**config.mk**
```make
export PLATFORM = sky130hd
export DESIGN_NAME = vga_timing_detector
export DESIGN_NICKNAME = d
export VERILOG_FILES = /design/src/rtl/vga_timing_detector.sv
export SDC_FILE = /design/constraint.sdc
export NUM_CORES = 1
export LEC_CHECK = 0
export ABC_AREA = 1
export BUFFER_PORTS_ARGS = -buffer_cell sky130_fd_sc_hd__buf_2
export CAP_MARGIN = 15
export CORE_MARGIN = 4
export CORE_UTILIZATION = 40
export DETAILED_ROUTE_END_ITERATION = 6
export PLACE_DENSITY = 0.55
export SLEW_MARGIN = 25
export SYNTH_ARGS = -nofsm -noshare
export SYNTH_HDL_FRONTEND = slang
export SYNTH_SLANG_ARGS = --single-unit
```
**constraint.sdc**
```tcl
create_clock -name pixel_clk -period 2.4 [get_ports pixel_clk]
set_clock_uncertainty 0.05 [all_clocks]
set_input_delay 0 -clock pixel_clk [delete_from_list [all_inputs] [get_ports pixel_clk]]
set_output_delay 0 -clock pixel_clk [all_outputs]
set_load 0.05 [all_outputs]
```
**src/rtl/vga_timing_detector.sv**
```systemverilog
// Sink-side video timing monitor: measures line/frame geometry, recovers pixel
// coordinates and declares lock once consecutive frames agree.
module vga_timing_detector #(
    parameter logic [10:0] EXP_H_TOTAL = 11'd1650,
    parameter logic [10:0] EXP_H_DISP  = 11'd1280,
    parameter logic [10:0] EXP_V_TOTAL = 11'd750,
    parameter logic [10:0] EXP_V_DISP  = 11'd720,
    parameter logic        HS_POL      = 1'b1,
    parameter logic        VS_POL      = 1'b1,
    parameter logic [2:0]  LOCK_FRAMES = 3'd2
) (
    input  logic        pixel_clk,
    input  logic        rst_n,
    input  logic        video_hs,
    input  logic        video_vs,
    input  logic        video_en,
    output logic        pix_valid,
    output logic [10:0] pix_x,
    output logic [10:0] pix_y,
    output logic        frame_start,
    output logic [10:0] h_total_meas,
    output logic [10:0] h_disp_meas,
    output logic [10:0] v_total_meas,
    output logic [10:0] v_disp_meas,
    output logic        locked,
    output logic        fmt_ok,
    output logic        no_signal
);

    typedef enum logic [1:0] {
        NO_SIGNAL = 2'd0,
        ACQUIRE   = 2'd1,
        LOCKED    = 2'd2
    } state_t;

    localparam logic [10:0] CNT_MAX = 11'd2047;

    state_t      state;
    state_t      state_nxt;
    logic        hs_q;
    logic        hs_q1;
    logic        vs_q;
    logic        vs_q1;
    logic        en_q;
    logic        en_q1;
    logic        hs_rise;
    logic        vs_rise;
    logic        en_fall;
    logic [10:0] h_cnt;
    logic [10:0] h_cnt_nxt;
    logic        h_timeout;
    logic [10:0] en_cnt;
    logic [10:0] line_cnt;
    logic [10:0] act_cnt;
    logic        frame_seen;
    logic        have_prev;
    logic        frame_done;
    logic        frame_match;
    logic [10:0] prev_h_total;
    logic [10:0] prev_h_disp;
    logic [10:0] prev_v_total;
    logic [10:0] prev_v_disp;
    logic [2:0]  match_cnt;
    logic [2:0]  match_nxt;

    // Sync inputs are normalised so that 1 always means "active level".
    always_ff @(posedge pixel_clk) begin
        if (!rst_n) begin
            hs_q  <= 1'b0;
            hs_q1 <= 1'b0;
            vs_q  <= 1'b0;
            vs_q1 <= 1'b0;
            en_q  <= 1'b0;
            en_q1 <= 1'b0;
        end else begin
            hs_q  <= (video_hs == HS_POL);
            hs_q1 <= hs_q;
            vs_q  <= (video_vs == VS_POL);
            vs_q1 <= vs_q;
            en_q  <= video_en;
            en_q1 <= en_q;
        end
    end

    assign hs_rise = hs_q & ~hs_q1;
    assign vs_rise = vs_q & ~vs_q1;
    assign en_fall = en_q1 & ~en_q;

    // A saturated line counter doubles as the loss-of-signal watchdog.
    always_comb begin
        h_cnt_nxt = h_cnt;
        if (hs_rise) begin
            h_cnt_nxt = 11'd0;
        end else if (h_cnt != CNT_MAX) begin
            h_cnt_nxt = h_cnt + 11'd1;
        end
        h_timeout = !hs_rise && (h_cnt_nxt == CNT_MAX);
    end

    always_ff @(posedge pixel_clk) begin
        if (!rst_n) begin
            h_cnt    <= 11'd0;
            en_cnt   <= 11'd0;
            line_cnt <= 11'd0;
            act_cnt  <= 11'd0;
        end else begin
            h_cnt <= h_cnt_nxt;

            if (en_fall) begin
                en_cnt <= 11'd0;
            end else if (en_q && en_cnt != CNT_MAX) begin
                en_cnt <= en_cnt + 11'd1;
            end

            // A line starting on the frame edge belongs to the new frame.
            if (vs_rise) begin
                line_cnt <= hs_rise ? 11'd1 : 11'd0;
            end else if (hs_rise && line_cnt != CNT_MAX) begin
                line_cnt <= line_cnt + 11'd1;
            end

            if (vs_rise) begin
                act_cnt <= 11'd0;
            end else if (en_fall && act_cnt != CNT_MAX) begin
                act_cnt <= act_cnt + 11'd1;
            end
        end
    end

    always_ff @(posedge pixel_clk) begin
        if (!rst_n) begin
            h_total_meas <= 11'd0;
            h_disp_meas  <= 11'd0;
            v_total_meas <= 11'd0;
            v_disp_meas  <= 11'd0;
        end else if (h_timeout) begin
            h_total_meas <= 11'd0;
            h_disp_meas  <= 11'd0;
            v_total_meas <= 11'd0;
            v_disp_meas  <= 11'd0;
        end else begin
            if (hs_rise && state != NO_SIGNAL) begin
                h_total_meas <= h_cnt + 11'd1;
            end
            if (en_fall) begin
                h_disp_meas <= en_cnt;
            end
            if (frame_done) begin
                v_total_meas <= line_cnt;
                v_disp_meas  <= act_cnt;
            end
        end
    end

    assign frame_done  = vs_rise && frame_seen;
    assign frame_match = have_prev
                         && (h_total_meas == prev_h_total)
                         && (h_disp_meas  == prev_h_disp)
                         && (line_cnt     == prev_v_total)
                         && (act_cnt      == prev_v_disp);

    // match_cnt is the length of the current run of identical frames, so a
    // differing frame starts a fresh run of one.
    always_comb begin
        state_nxt = state;
        match_nxt = match_cnt;
        case (state)
            NO_SIGNAL: begin
                match_nxt = 3'd0;
                if (hs_rise) begin
                    state_nxt = ACQUIRE;
                end
            end
            ACQUIRE: begin
                if (frame_done) begin
                    if (frame_match) begin
                        match_nxt = (match_cnt == 3'd7) ? 3'd7 : match_cnt + 3'd1;
                    end else begin
                        match_nxt = 3'd1;
                    end
                    if (match_nxt >= LOCK_FRAMES) begin
                        state_nxt = LOCKED;
                    end
                end
            end
            LOCKED: begin
                if (frame_done && !frame_match) begin
                    state_nxt = ACQUIRE;
                    match_nxt = 3'd1;
                end
            end
            default: begin
                state_nxt = NO_SIGNAL;
                match_nxt = 3'd0;
            end
        endcase
        if (h_timeout) begin
            state_nxt = NO_SIGNAL;
            match_nxt = 3'd0;
        end
    end

    always_ff @(posedge pixel_clk) begin
        if (!rst_n) begin
            state        <= NO_SIGNAL;
            match_cnt    <= 3'd0;
            frame_seen   <= 1'b0;
            have_prev    <= 1'b0;
            prev_h_total <= 11'd0;
            prev_h_disp  <= 11'd0;
            prev_v_total <= 11'd0;
            prev_v_disp  <= 11'd0;
            locked       <= 1'b0;
            fmt_ok       <= 1'b0;
            frame_start  <= 1'b0;
        end else begin
            state       <= state_nxt;
            match_cnt   <= match_nxt;
            frame_start <= vs_rise;
            locked      <= (state_nxt == LOCKED);
            fmt_ok      <= locked
                           && (h_total_meas == EXP_H_TOTAL)
                           && (h_disp_meas  == EXP_H_DISP)
                           && (v_total_meas == EXP_V_TOTAL)
                           && (v_disp_meas  == EXP_V_DISP);

            // The first frame edge after acquisition only opens a frame.
            if (state_nxt == NO_SIGNAL) begin
                frame_seen <= 1'b0;
                have_prev  <= 1'b0;
            end else begin
                if (vs_rise && state != NO_SIGNAL) begin
                    frame_seen <= 1'b1;
                end
                if (frame_done) begin
                    have_prev    <= 1'b1;
                    prev_h_total <= h_total_meas;
                    prev_h_disp  <= h_disp_meas;
                    prev_v_total <= line_cnt;
                    prev_v_disp  <= act_cnt;
                end
            end
        end
    end

    assign pix_valid = en_q;
    assign pix_x     = en_cnt;
    assign pix_y     = act_cnt;
    assign no_signal = (state == NO_SIGNAL);

endmodule

```
==> results.yml <==
worst_hold_path:
  worst_hold_path_type: "input port to flop"
  min_path_cells: 4
run_status:
  violations: "negative setup slack"
  status: "complete, but fails checks"
logic_synthesis:
  synth.top_cell.area_share_pct: 40.3
  syn_nets: 1144
  synth_edf_count: 0
  avgSynthCellArea_um2: 6.51
  yosysWarnings: 0
  seq_area_frac_synth_pct: 40.3
  synth_area_um2: 7350
  synth_cell_types: 33
  synth-seq-cells: 148
  synth.largest_area_cell: "dfxtp_1"
  synth_async_sr_flop_share_pct: 0
  yosys-top-cells-area: "dfxtp_1 40%, nand2_1 17%, nor2_1 9.1%"
  synthCells: 1130
  ys.flop_type: "dfxtp_1"
timing:
  period_share_pct: 102
  fin_crit_ns: 2.44
  setup_viol_count_final: 33
  timing.final.ws_setup_ns: -0.0392
  max_freq_ghz: 0.410
  timing.slew.headroom_pct: 55.1
  rsz0062_at_grt: "yes"
  slew_violations: 0
  worst_slew_pin_slew_ns: 0.674
  finalHoldViolCount: 0
power:
  power_mw: 5.96
  peakVddDrop_v: 0.000511
  power_density_nw_per_um2: 606
  leakagePower_nw: 4.63
run:
  drv_cap: 0
place:
  dp_cells: 1488
  hpwl_um: 16600
  portBuffers: 75
  place_congestion: 0.890
final_layout:
  ff_latch_area_um2: 3030
  finalNetCount: 1312
  nFillCells: 1855
  finalNonFillerCells: 1539
  multi_input_area_um2: 4000
  syn2layout_area_growth_pct: 33.8
  diodes: 0
  drive_gt1_share_pct: 25.8
critical_path:
  path_class: "flop to flop"
  cp_num_buf_inv: 2
  path_depth: 17
  endpoint_kind: "flop"
  critPathMaxStageDelay_ns: 0.36
  cp.arrival_ns: 2.75
  crit_path_start_kind: "flop"
  worstPathCellList: "inv_1 > nand2_1 > nand2_1 > nor2_1 > nand2_1 > nor2_2 > nand2_1 > nor2_4 > nand3_2 > nand2_2 > nand3_2 > nand2_2 > nand3_4 > nand2_8 > clkbuf_16 > nand2_1 > a21oi_1"
  crit_required_ns: 2.71
  path_delay_family: "simple AND/OR/NAND/NOR gates"
  r2r_cells: 17
  critPathMostFrequentCell: "nand2_1"
  cp_slowest_cell: "dfxtp_1"
  crit_fanout: 8
floorplanning:
  ios: 76
  start_util_pct: 40.8
  core_area_um2: 18000
  rows: 49
  die_area_um2: 20600
  die_w_um: 144
  die_h_um: 144
clock_network:
  path_clk_slew_ns: 0.07
  cts_root_buf: "clkbuf_16"
  htreeDepth: 4
  insertion_delay_ns: 0.44
  cts_sinks: 148
  cts_buffers: 17
  cts_tree: "done"
  clk_path_buf_depth: 2
grt:
  gr-usage-all-layers_pct: 22.4
  grt_max_degree: 52
  overflow: 0
  grt_pass1_vias: 6933
  antenna_found_initial: 0
  grt_pass1_wl_um: 36200
route:
  drcViolationCount: 0
  vias: 7563
  drtPass1Iterations: 5
  viasPerCell: 4.91
  drt_iter0_drc: 535
  wirelength_um: 23600
  wl_per_cell_um: 15.3
  ant_nets: 0
-- report_power, final --
group / switching, mW / internal (mW)
logic: 0.414 / 0.236
registers: 0.0334 / 2.49
clock network: 1.14 / 1.65
-- area by class of cell --
type	count	share of cell area (%)
multi-input cells	794	40.7
inverters	154	5.93
well taps	229	2.91
clock inverters	13	1.78
clock buffers	18	4.36
repair buffers	183	13.5
flip-flops and latches	148	30.8
-- stage by stage --
stage	hold slack, ns	util (%)	setup WS [ns]	TNS, ns	cell area (um^2)
floorplan	0.0476	-	0.000865	0	7360
detailed placement	0.137	47.4	-0.0748	-2.11	8550
global placement	0.129	47.4	-0.0823	-2.57	8550
global route	0.267	54.6	-0.196	-6.49	9840
CTS	0.216	51.5	0.00346	0	9270
finish	0.229	54.6	-0.0392	-0.610	9840
-- cell usage in the layout (no fill, tap or decap), types with 12 or more instances in the layout --
master / instances
nand2_2: 26
buf_4: 93
nor2_2: 12
nor2_1: 162
dfxtp_1: 108
a21oi_1: 70
a211oi_1: 25
buf_2: 75
nor3_1: 20
clkbuf_16: 21
inv_1: 150
o21ai_0: 22
nand2_1: 309
dfxtp_2: 32
nand3_1: 44
nand4_1: 24
-- what timing repair did --
item                       4_1_cts  5_1_grt
hold endpoints to repair         6        0
pin swaps                        0       38
setup endpoints to repair       46       48
gates cloned                     1        9
gates resized for setup         16      118
setup buffers                    0        6
hold buffers                     4        0
-- routing by layer --
layer	part of all wire, %	vias to the layer above	GRT usage (%)	wire [um]
li1	-	3895	-	-
met1	47	3485	30.5	11100
met2	47	146	36.1	11000
met3	3.4	37	3.76	804
met4	3.0	0	8.13	698
met5	0	-	0	0
-- kinds of logic (layout without fill, tap and decap cells) --
kind of cell | count (synthesis) | in the layout | share of synthesized area, %
flops | 148 | 148 | 40.3
buf+inv | 193 | 368 | 10.8
simple gates | 638 | 643 | 36.0
xor+xnor | 12 | 12 | 1.43
compound gates | 130 | 130 | 9.92
fa+ha+maj | 9 | 9 | 1.53
-- path summary, 6_finish.rpt --
kind / from / endpoint / slack [ns]
worst max-delay path: h_total_meas[9] / frame_seen / -0.04
worst max register to register: h_total_meas[9] / frame_seen / -0.04
worst min-delay path: video_en / pix_valid / 0.23
worst min register to register: hs_q / hs_q1 / 0.37
-- Yosys cell counts (9+ instances only) --
cell / number
nand3_1: 56
nand4_1: 24
ha_1: 9
a21oi_1: 78
buf_2: 10
o21ai_0: 22
dfxtp_1: 148
nor2_1: 179
clkbuf_1: 16
nor3_1: 21
a211oi_1: 25
nand2_1: 336
inv_1: 151
-- worst reg2reg max path: stages (launching register included) --
cell,delay [ns]
dfxtp_1,0.36
inv_1,0.07
nand2_1,0.09
nand2_1,0.08
nor2_1,0.10
nand2_1,0.07
nor2_2,0.14
nand2_1,0.11
nor2_4,0.17
nand3_2,0.10
nand2_2,0.09
nand3_2,0.06
nand2_2,0.10
nand3_4,0.14
nand2_8,0.23
clkbuf_16,0.21
nand2_1,0.08
a21oi_1,0.14
Power figures use the tool's default switching activity.
